`src/rtl/mem_arbiter.sv`:
```
// mem_arbiter: lets the instruction-fetch (IM) and data (DM) requesters of the
// multi-cycle core share one single-ported SRAM. Accesses are serialised by a
// small IDLE -> ACCESS -> DONE FSM. Simultaneous requests are granted
// round-robin, and every access lasts a fixed LATENCY cycles.
module mem_arbiter #(
    parameter int ADDR_WIDTH = 32,
    parameter int DATA_WIDTH = 32,
    parameter int LATENCY    = 2     // memory access cycles, 1..15
) (
    input  logic                  clock,
    input  logic                  reset,
    // instruction-fetch side (read only)
    input  logic                  im_req,
    input  logic [ADDR_WIDTH-1:0] im_address,
    output logic                  im_ack,
    output logic [DATA_WIDTH-1:0] im_rdata,
    // data side
    input  logic                  dm_req,
    input  logic                  dm_write,
    input  logic [ADDR_WIDTH-1:0] dm_address,
    input  logic [DATA_WIDTH-1:0] dm_wdata,
    output logic                  dm_ack,
    output logic [DATA_WIDTH-1:0] dm_rdata,
    // unified memory
    output logic                  mem_enable,
    output logic                  mem_read,
    output logic                  mem_write,
    output logic [ADDR_WIDTH-1:0] mem_address,
    output logic [DATA_WIDTH-1:0] mem_wdata,
    input  logic [DATA_WIDTH-1:0] mem_rdata,
    // status
    output logic                  busy,
    output logic                  grant_dm
);

    typedef enum logic [1:0] {
        IDLE   = 2'd0,
        ACCESS = 2'd1,
        DONE   = 2'd2
    } state_t;

    // The counter is loaded at grant time and hits zero in the last ACCESS cycle.
    localparam logic [3:0] COUNT_LOAD = 4'(LATENCY - 1);

    state_t                  state;
    state_t                  state_next;
    logic [3:0]              counter;
    logic                    last_grant;     // 1 = DM owned the last completed access
    logic                    grant_valid;
    logic                    grant_side;     // 1 = DM wins this arbitration
    logic                    latched_write;
    logic [ADDR_WIDTH-1:0]   latched_address;
    logic [DATA_WIDTH-1:0]   latched_wdata;

    // Pick a winner. A tie goes to the side that did not own the last access.
    always_comb begin
        grant_valid = im_req | dm_req;
        grant_side  = (im_req & dm_req) ? ~last_grant : dm_req;
    end

    // State register.
    always_ff @(posedge clock) begin
        // NOTE: reset is synchronous, so it is tested inside the clocked block and is not in the sensitivity list.
        if (!reset) begin
            state <= IDLE;
        end else begin
            state <= state_next;
        end
    end

    // Next-state logic and the state-qualified strobes and acks.
    always_comb begin
        // NOTE: every signal gets a default first, so no path through the case can leave one unassigned and infer a latch.
        state_next = state;
        mem_enable = 1'b0;
        mem_read   = 1'b0;
        mem_write  = 1'b0;
        im_ack     = 1'b0;
        dm_ack     = 1'b0;
        case (state)
            IDLE: begin
                if (grant_valid) state_next = ACCESS;
            end
            ACCESS: begin
                mem_enable = 1'b1;
                mem_read   = ~latched_write;
                mem_write  = latched_write;
                if (counter == 4'd0) state_next = DONE;
            end
            DONE: begin
                im_ack     = ~grant_dm;
                dm_ack     = grant_dm;
                state_next = IDLE;
            end
            default: state_next = IDLE;
        endcase
    end

    // Grant latching, latency counter, read-data capture and round-robin history.
    always_ff @(posedge clock) begin
        // NOTE: non-blocking assignments ensure every register here samples pre-edge values, independent of statement order.
        if (!reset) begin
            counter         <= 4'd0;
            last_grant      <= 1'b1;
            grant_dm        <= 1'b0;
            latched_write   <= 1'b0;
            latched_address <= '0;
            latched_wdata   <= '0;
            im_rdata        <= '0;
            dm_rdata        <= '0;
        end else begin
            case (state)
                IDLE: begin
                    if (grant_valid) begin
                        grant_dm        <= grant_side;
                        latched_write   <= grant_side & dm_write;
                        latched_address <= grant_side ? dm_address : im_address;
                        // IM has no write data, so the latch holds zero for fetches.
                        latched_wdata   <= grant_side ? dm_wdata : '0;
                        counter         <= COUNT_LOAD;
                    end
                end
                ACCESS: begin
                    if (counter == 4'd0) begin
                        if (!latched_write) begin
                            if (grant_dm) dm_rdata <= mem_rdata;
                            else          im_rdata <= mem_rdata;
                        end
                    end else begin
                        counter <= counter - 4'd1;
                    end
                end
                DONE: begin
                    last_grant <= grant_dm;
                end
                default: ;
            endcase
        end
    end

    assign busy        = (state != IDLE);
    assign mem_address = latched_address;
    assign mem_wdata   = latched_wdata;

endmodule

```
`config.mk`:
```
export PLATFORM = sky130hd
export DESIGN_NAME = mem_arbiter
export DESIGN_NICKNAME = d
export VERILOG_FILES = /design/src/rtl/mem_arbiter.sv
export SDC_FILE = /design/constraint.sdc
export NUM_CORES = 1
export LEC_CHECK = 0
export CORE_MARGIN = 1.5
export CORE_UTILIZATION = 43
export CTS_BUF_LIST = sky130_fd_sc_hd__clkbuf_16
export DETAILED_ROUTE_END_ITERATION = 8
export GPL_ROUTABILITY_DRIVEN = 1
export PLACE_DENSITY = 0.86
export REMOVE_ABC_BUFFERS = 1
export SLEW_MARGIN = 40
export SYNTH_ARGS = -nofsm -noshare
export SYNTH_HDL_FRONTEND = slang
export SYNTH_SLANG_ARGS = --single-unit
```
`constraint.sdc`:
```
create_clock -name clock -period 5.24 [get_ports clock]
set_clock_uncertainty 0.2 [all_clocks]
set_input_delay 0.786 -clock clock [delete_from_list [all_inputs] [get_ports clock]]
set_output_delay 0.786 -clock clock [all_outputs]
set_load 0.02 [all_outputs]
```
==> metrics.txt <==
outcome=complete, no violations; Synthesis Warnings=0; Post-Synth Adder-Cell Area=0.484%; DP Area=7810 um^2; # resized after CTS=0; core outline area=11,600 um^2; Final setup viols=0; crit-path max cell delay=650 ps; Die Area=12,700 um^2; # diodes=0; RSZ-0062 raised after global routing=false; data arrival time of the critical path=1970 ps; Worst Path Max Fanout=10; DRC violations left=0; area of the multi-input gates=2160 um^2; most area-hungry cell type in the Yosys netlist=dfxtp_1; max-slew violation count=0; Die Wd=approximately 110 um; clk root buf=clkbuf_16; largest net degree at the start of global routing=85; Hold/Removal Path Class=register to register; first drt pass iteration count=4; LEAKAGE=3.55 nW; CTS Buf Count=17; GRT Overall Usage=23.9%; Final GP Congestion=about 0.80; CP startpoint=state[1]$_SDFFE_PN0P_; Register Area=approximately 2700 um^2; clk buf depth=2; share of cells above drive strength 1=4.99%; max cap viols=0; Vias=between 4,000 and 5,000; Post-Syn Instances=476; Syn Std Cell Area=5170 um^2; XOR/XNOR share of the synthesized area=0%; buffer count from post-CTS setup fixing=0; largest family of logic cells by synthesized area=multiplexers; final hold violation count=0; Worst path slowest cell=clkdlybuf4s50_1; largest cells by area after synthesis=dfxtp_1, mux2i_1, nand2_1, a22o_1, o2bb2ai_1; fin nets=roughly 860; area share of the leading cell type in the synthesized netlist=53.0%; clk slew on worst S/H paths=50 ps; Yosys reg bits=137; max frequency=338 MHz; post-layout instance area=8360 um^2; Compound-Gate Fraction of Synth Area=12.4%; P per Cell Area=336 nW/um^2; Layout fillers=a little over 800; IO buf count=approximately 270; startpoint class of the critical path=register; min Tclk post-route=2960 ps; global-route wire length before repair=approximately 24 mm; multiplexer share of the synthesized area=18.6%; area grow syn2layout=61.6%; Die Ht=113 um; Routed WL per cell=17.4 um; Max-Slew Margin vs Limit=48.9%; Crit Path Category=register to output pin; clk_lat worst skew=410 ps; TritonCTS Sinks=137; Post-Syn Area per Cell=10.9 um^2; CP Buf/Inv Count=2; Post-CTS Hold Buffers=0; worst slew pin tran=767 ps; Final Cycle Share=56.4%; area fraction in and, or, nand and nor cells after synthesis=9.99%; vias in the first global route=4,581; Overflow after GRT=0; CTS tree=yes; ANT nets after route=0; dpl hpwl=11.4 mm; Worst setup EP type=output pin; sequential fraction of the synthesis area=53.0%; reg2reg start=counter[0]$_SDFFE_PN0P_; hold_sp=mem_address[9]$_SDFFE_PN0P_; synth unique cells=33; required time of the critical path=4250 ps; initial DRC count=between 150 and 200; I/O Pins=268; maximum vdd drop=179 uV; Total Routed Length=15.4 mm; initial antenna violation count=0; CTS H-tree depth=4; final hold slack=258 ps; # rows=39; final setup TNS=0 ps; ordered cell list for the critical path=nand2b_1 -> inv_1 -> and2_1 -> clkdlybuf4s50_1; DR vias/cell=5.08; delay-heaviest family, CP=buffers and inverters; initial core utilization=44.7%
registers in the layout, indices dropped and copies added, names as in the netlist:
name,count
dm_rdata,32
last_grant,1
state,2
im_rdata,32
mem_wdata,32
mem_address,32
latched_write,1
counter,4
grant_dm,1
per-stage QoR:
step	utilization, %	power [mW]	setup slack (ps)	cells
floorplan	-	1.42	-423	437
global placement	67.4	1.72	1880	850
detailed placement	67.6	1.73	2170	852
CTS	72.3	2.84	2260	884
global route	72.3	2.92	2190	884
finish	72.3	2.81	2280	884
cell families (layout without fill, tap and decap cells):
logic type	after synthesis	count (layout)
fa+ha+maj	2	2
mux	96	96
compound gates	76	76
buf+inv	45	310
simple gates	120	120
flops	137	137
worst paths after layout:
path | to | slack, ps | cells past startpoint
worst min-delay path | mem_address[9]$_SDFFE_PN0P_ | 260 | 1
worst max-delay path | mem_write | 2280 | 4
worst min register to register | mem_address[9]$_SDFFE_PN0P_ | 260 | 1
worst max register to register | dm_rdata[23]$_SDFFE_PN0P_ | 2970 | 5
cell usage in the layout, fill, tap and decap left out, drive strengths merged, types with 3 or more instances in the layout:
cell type / synthesis / final
clkdlybuf4s50: 0 / 266
dfxtp: 137 / 137
nand2: 97 / 97
mux2i: 96 / 96
a22o: 33 / 33
o2bb2ai: 32 / 32
clkbuf: 25 / 17
inv: 6 / 10
clkinv: 0 / 7
nor2: 6 / 6
buf: 14 / 6
or4: 4 / 4
o21ai: 3 / 3
synthesized netlist by cell type, drive strengths merged:
master	count
o21a	1
a22o	33
nand3b	2
nor2	6
o211a	1
ha	2
nand2b	2
or3b	1
o22ai	1
nand3	1
or4	4
a21boi	1
o21ai	3
a21o	1
o2bb2ai	32
nand2	97
a21oi	2
o31ai	1
buf	14
dfxtp	137
clkbuf	25
and2	2
or3	1
mux2i	96
nand4b	1
nor3b	1
inv	6
and3	2
metal layers:
layer	GRT usage, %	part of all wire (%)	up-vias
li1	-	-	2177
met3	5.72	4.8	31
met2	43.5	54	135
met4	12.8	3.1	0
met1	25.6	38	2151
met5	0	0	-
area by class of cell:
| type | count | area share (%) |
|---|---|---|
| clock buffer | 17 | 5.09 |
| tap | 143 | 2.14 |
| multi-input combinational | 294 | 25.8 |
| sequential | 137 | 32.8 |
| clock inverter | 15 | 1.44 |
| inverter | 6 | 0.269 |
| timing repair buffer | 272 | 32.5 |
where the power goes:
group	switching (mW)	internal (mW)
clock	0.417	0.682
combinational	0.268	0.287
sequential	0.0426	1.12
total	0.728	2.08
(Power assumes the default switching activity.)
